## src/rtl/mem_bus_arbiter.sv

```systemverilog
// Two-master arbiter onto one shared memory bus, with a per-transaction timeout.
// Define MEM_ARB_ROUND_ROBIN_EN for round-robin arbitration; the default build is fixed priority.
module mem_bus_arbiter #(
  parameter int unsigned TIMEOUT_CYCLES = 255
) (
  input  logic        clk,
  input  logic        resetn,
  input  logic [1:0]  m_valid,
  input  logic [7:0]  m_wstrb,
  input  logic [63:0] m_addr,
  input  logic [63:0] m_wdata,
  output logic [1:0]  m_ready,
  output logic [31:0] m_rdata,
  output logic        s_valid,
  output logic [3:0]  s_wstrb,
  output logic [31:0] s_addr,
  output logic [31:0] s_wdata,
  input  logic        s_ready,
  input  logic [31:0] s_rdata,
  output logic [1:0]  grant,
  output logic        timeout_err
);

  typedef enum logic {StIdle, StBusy} state_e;

  localparam logic [15:0] TcntMax = 16'(TIMEOUT_CYCLES - 1);

  state_e      r_state;
  logic        r_gnt_idx;
  logic        r_last_idx;
  logic [15:0] r_tcnt;

  logic w_busy;
  logic w_req;
  logic w_tcnt_max;
  logic w_done;
  logic w_tout;
  logic w_both_pick;
  logic w_pick;

  assign w_busy     = (r_state == StBusy);
  assign w_req      = w_busy & m_valid[r_gnt_idx];
  assign w_tcnt_max = (r_tcnt == TcntMax);
  assign w_done     = w_req & s_ready;
  // A slave response in the final cycle still counts as a normal completion.
  assign w_tout     = w_req & ~s_ready & w_tcnt_max;

`ifdef MEM_ARB_ROUND_ROBIN_EN
  assign w_both_pick = ~r_last_idx;
`else
  // last_idx is tracked in both builds; fixed priority simply ignores it.
  assign w_both_pick = 1'b0 & r_last_idx;
`endif

  always_comb begin
    unique case (m_valid)
      2'b01:   w_pick = 1'b0;
      2'b10:   w_pick = 1'b1;
      default: w_pick = w_both_pick;
    endcase
  end

  always_ff @(posedge clk or negedge resetn) begin
    if (!resetn) begin
      r_state    <= StIdle;
      r_gnt_idx  <= 1'b0;
      r_last_idx <= 1'b1;
      r_tcnt     <= '0;
    end else begin
      unique case (r_state)
        StIdle: begin
          if (|m_valid) begin
            r_gnt_idx <= w_pick;
            r_tcnt    <= '0;
            r_state   <= StBusy;
          end
        end
        StBusy: begin
          if (!m_valid[r_gnt_idx]) begin
            r_state <= StIdle;
          end else if (s_ready || w_tcnt_max) begin
            r_last_idx <= r_gnt_idx;
            r_state    <= StIdle;
          end else begin
            r_tcnt <= r_tcnt + 16'd1;
          end
        end
        default: r_state <= StIdle;
      endcase
    end
  end

  // Outputs decode from state so an asynchronous reset clears them immediately.
  always_comb begin
    m_ready     = 2'b00;
    m_rdata     = '0;
    s_valid     = 1'b0;
    s_wstrb     = '0;
    s_addr      = '0;
    s_wdata     = '0;
    grant       = 2'b00;
    timeout_err = 1'b0;
    if (w_busy) begin
      grant[r_gnt_idx]   = 1'b1;
      s_valid            = m_valid[r_gnt_idx];
      s_wstrb            = r_gnt_idx ? m_wstrb[7:4]   : m_wstrb[3:0];
      s_addr             = r_gnt_idx ? m_addr[63:32]  : m_addr[31:0];
      s_wdata            = r_gnt_idx ? m_wdata[63:32] : m_wdata[31:0];
      m_ready[r_gnt_idx] = w_done | w_tout;
      m_rdata            = w_done ? s_rdata : 32'h0;
      timeout_err        = w_tout;
    end
  end

endmodule

```

## config.mk

```make
export PLATFORM = sky130hd
export DESIGN_NAME = mem_bus_arbiter
export DESIGN_NICKNAME = d
export VERILOG_FILES = /design/src/rtl/mem_bus_arbiter.sv
export SDC_FILE = /design/constraint.sdc
export NUM_CORES = 1
export LEC_CHECK = 0
export BUFFER_PORTS_ARGS = -buffer_cell sky130_fd_sc_hd__buf_4
export CORE_AREA = 2 2 110 112
export DETAILED_ROUTE_END_ITERATION = 8
export DIE_AREA = 0 0 112 114
export PLACE_DENSITY = 0.59
export SYNTH_ARGS = -nofsm -noshare
export SYNTH_HDL_FRONTEND = slang
export SYNTH_SLANG_ARGS = --single-unit
export TNS_END_PERCENT = 20
```

## constraint.sdc

```tcl
create_clock -name clk -period 3.5 [get_ports clk]
set_input_delay 0.7 -clock clk [delete_from_list [all_inputs] [get_ports clk]]
set_output_delay 0.7 -clock clk [all_outputs]
set_load 0.1 [all_outputs]
```

== After elaboration in Yosys (flattened, before gate mapping) ==
Cells that the tools add are included.
Word-level totals
  bits in registers: 18
  bits of input ports: 173
  word-level logic and storage cells: 49
Cells by class
  add/sub/neg operators: 1
  $lt $le $gt $ge: 2
  equality and inequality tests: 5
  multiplexer cells: 25
  bitwise logic cells: 8
  reductions and logical operators: 5
Operators with widths (number)
  two-way mux 32 bit: 6
  two-way mux 16 bit: 3
  one-hot mux 16 bit (2 select lines): 1
  adder 16 x 1 -> 16 bit, second input constant: 1
  equality test 16 x 8 -> 1 bit, second input constant: 1
  two-way mux 1 bit: 9
  two-way mux 4 bit: 2
  AND 1 bit: 4
  two-way mux 2 bit: 2
  != test 2 bit, second input constant: 2
  AND reduction 3 bit: 1
  AND 2 bit: 1
  equality test 2 bit, second input constant: 1
  less-than comparator 1 x 2 -> 1 bit, second input constant: 1
  != test 2 x 1 -> 1 bit, second input constant: 1
  NOT 1 bit: 2
  one-hot mux 1 bit (2 select lines): 1
  AND reduction 2 bit: 1
  OR reduction 2 bit: 1
  demux 1 bit (select 1 bit): 1
  >= comparator 1 bit, second input constant: 1
  logical AND 1 bit: 1
  logical OR 1 bit: 1
  OR 1 bit: 1

== Longest topological paths before layout ==
  depth in word-level cells: 8
  depth in mapped cells: 7

== Worst setup path after synthesis ==
Ideal clock, no wire load.
  path kind: input to output
  start: input m_valid[1]
  end: output m_ready[0]
  data arrival time: 4.412 ns
  path slack: -1.612 ns
  stages on the path: 4
  path buffers: 0
  path through: mux2i_1 nor2_1 o21ai_1 nor3_1
Between the ends
  word-level cells in the longest chain between the ends: 8
RTL lines
  from (decl): RTL line 8  | input logic [1:0] m_valid,
  two-way mux 1 bit (not written as such) * (2 in a row): RTL line 42  | assign w_req = w_busy & m_valid[r_gnt_idx];
  AND 1 bit *: RTL line 42
  AND 1 bit (2 in a row): RTL line 46  | assign w_tout = w_req & ~s_ready & w_tcnt_max;
  OR 1 bit *: RTL line 109  | m_ready[r_gnt_idx] = w_done | w_tout;
  AND 2 bit (no source line) *
  two-way mux 2 bit *: RTL line 103  | if (w_busy) begin
  to (decl): RTL line 12  | output logic [1:0] m_ready,
Mark *: on every way between the ends. The rest lies on a longest branch, timed or not. The select of a mux whose other input is x is not followed.

== Worst setup path after layout ==
  start: register r_gnt_idx
  end: output s_addr[16]
Between the ends
  word-level cells in the longest chain between the ends: 2
RTL lines
  from (decl): RTL line 29  | logic r_gnt_idx;
  from (signal assigned): RTL line 73  | r_gnt_idx <= w_pick;
  two-way mux 32 bit: RTL line 107  | s_addr = r_gnt_idx ? m_addr[63:32] : m_addr[31:0];
  two-way mux 32 bit: RTL line 103
  to (decl): RTL line 16  | output logic [31:0] s_addr,
Every way passes these cells.

==> results.json <==
{
  "status": "finished clean",
  "yosysSeqAreaShare": 0.191,
  "synth.avg_cell_area_um2": 7.46,
  "grt_use_total": 0.167,
  "route.detailed.drc": 0,
  "cpMostUsedCell": "buf_4",
  "vdd_drop_max_mv": 0.616,
  "cts-buffers-inserted": 3,
  "crit_chain": "buf_4 > mux2i_1 > nor2_1 > buf_4",
  "synth_edf_count": 0,
  "dp_cells": 720,
  "diodes": 0,
  "h-tree-depth": 1,
  "syn_to_final_growth_pct": 97.0,
  "setup_viol": 0,
  "hold_viol": 0,
  "criticalPathCategory": "flop to output port",
  "hold_buffers": 0,
  "ys_async_sr_fraction": 1.00,
  "ant_nets": 0,
  "slew_violations": 0,
  "routedWlPerCell_um": 15.8,
  "ioPinCount": 279,
  "drt_wl_total_um": 11500,
  "grt_overflow_total": 0,
  "final_common_cell": "buf_4",
  "final_cell_mix": "buf_4 (279), nor2_1 (75), mux2i_1 (69), and2_1 (33), dfrtp_1 (17)",
  "power.leakage_nw": 2.46,
  "yosysUniqueCellTypes": 40,
  "cts.repair.resized": 0,
  "die_h_um": 114,
  "drtIter0Drc": 162,
  "die_w_um": 112,
  "post-route-period-util": 0.869,
  "vias_per_cell": 4.68,
  "antenna_found_initial": 0,
  "cts_setup_buffers": 0,
  "first_global_vias": 3235,
  "cts.sinks": 18,
  "yosysWarnings": 0,
  "core_area_um2": 11700,
  "slowest_delay_ps": 780,
  "port-buffer-count": 278,
  "cp_top_family": "buffers and inverters",
  "via_count": 3386,
  "period_minus_slack_ps": 3040,
  "firstDrtPassIters": 4,
  "cp.required_ps": 2800,
  "critPathCaptureType": "output port",
  "nets": 753,
  "clkSlewWorstSetupHoldPaths_ps": 50,
  "clock_latency_ps": 250,
  "fmax_mhz": 329,
  "synth-main-ff-cell": "dfrtp_1",
  "crit_fanout": 58,
  "grt_pass1_wl_um": 17200,
  "grt_max_degree": 78,
  "syn_nets": 492,
  "power_density_nw_per_um2": 876,
  "clockBufferDepth": 2,
  "regArea_um2": 454,
  "final_util": 0.398,
  "fin_skew_ps": 2.57,
  "tightest_slew_ps": 943,
  "row_count": 40,
  "clock-root-buffer": "clkbuf_16",
  "multi_input_area_um2": 1810,
  "hold_path.class": "input pin to async pin",
  "place_hpwl_um": 9450,
  "stdcell_count": 724,
  "fill_cells": 1176,
  "critPathSlowestCell": "buf_4",
  "arrival_ps": 2340,
  "cts_tree": "done",
  "relSlewSlack": 0.371,
  "synth.cell_area_um2": 2360,
  "drive_above_1_share": 0.506,
  "rsz0062_at_grt": "no",
  "critPathBufInv": 2,
  "synthCells": 317,
  "gp_congestion": 0.848,
  "startpoint_type": "flop",
  "synth_seq_cells": 18,
  "dieArea_um2": 12800,
  "cap_violations": 0,
  "initial_utilization": 0.202
}
## through the flow
stage	area, um^2	setup TNS (ps)	hold WS (ps)	setup WS [ps]	total power (W)
2_1_floorplan	2380	-12.0	404	-12.0	0.00313
3_3_place_gp	4580	0	475	747	0.00384
3_5_place_dp	4580	0	496	611	0.00386
4_1_cts	4660	0	324	436	0.00410
5_1_grt	4660	0	326	297	0.00423
6_report	4660	0	312	457	0.00408
## worst paths after layout
path / startpoint / end / slack [ps] / cells after the start
setup / recovery: r_gnt_idx / s_addr[16] / 460 / 4
hold / removal: resetn / r_tcnt[12] / 310 / 1
setup reg to reg: r_state / r_tcnt[11] / 1530 / 4
hold reg to reg: r_tcnt[15] / r_tcnt[15] / 510 / 1
max in group asynchronous: resetn / r_gnt_idx / 2960 / 1
min in group clk: r_tcnt[15] / r_tcnt[15] / 510 / 1
## cell type report
class,instances,share of cell area
Sequential cell,18,0.0975
Tap cell,147,0.0395
Clock buffer,4,0.0169
Inverter,4,0.00322
Timing Repair Buffer,280,0.454
Multi-Input combinational cell,271,0.389
## routing by layer
metal  vias to the layer above  GRT usage  part of all wire
li1                       1644          -                 -
met1                      1542      0.197              0.38
met2                       190      0.314              0.52
met3                        10     0.0319             0.089
met4                         0     0.0358             0.011
met5                         -          0                 0
## synthesized netlist by cell type (2+ instances only)
cell type	count	area [um^2]
o22a_1	6	52.6
nand3_1	5	25.0
and2_1	33	206
and3_1	4	25.0
ha_1	2	25.0
nor2b_1	2	12.5
a21oi_1	4	20.0
nor2_1	76	285
mux2i_1	69	691
o21ai_1	3	15.0
nand2_1	15	56.3
clkbuf_1	14	52.6
a31o_1	3	26.3
or4_1	2	15.0
inv_1	4	15.0
o31a_1	5	43.8
nand4_1	5	31.3
buf_2	8	40.0
dfrtp_1	18	450
and4_1	4	35.0
a31oi_1	9	56.3
nor3_1	8	40.0
## power breakdown
| group | switching, W | internal [W] | leakage [nW] |
|---|---|---|---|
| registers | 0.0000853 | 0.000239 | 0.243 |
| clock network | 0.0000806 | 0.000155 | 0.0382 |
| logic | 0.00269 | 0.000829 | 2.18 |
## sequential cells by signal, summed over array words and instances, names as in the netlist
register   flops
r_gnt_idx      1
r_state        1
r_tcnt        16
## cells by family after synthesis
group / synth area share
flip-flops: 0.191
multiplexers: 0.297
AND/OR/NAND/NOR: 0.338
adder cells (fa/ha/maj): 0.0106
buffers and inverters: 0.0503
AO/OA/AOI/OAI: 0.113
Note: power is estimated with default switching activity, not from simulation.
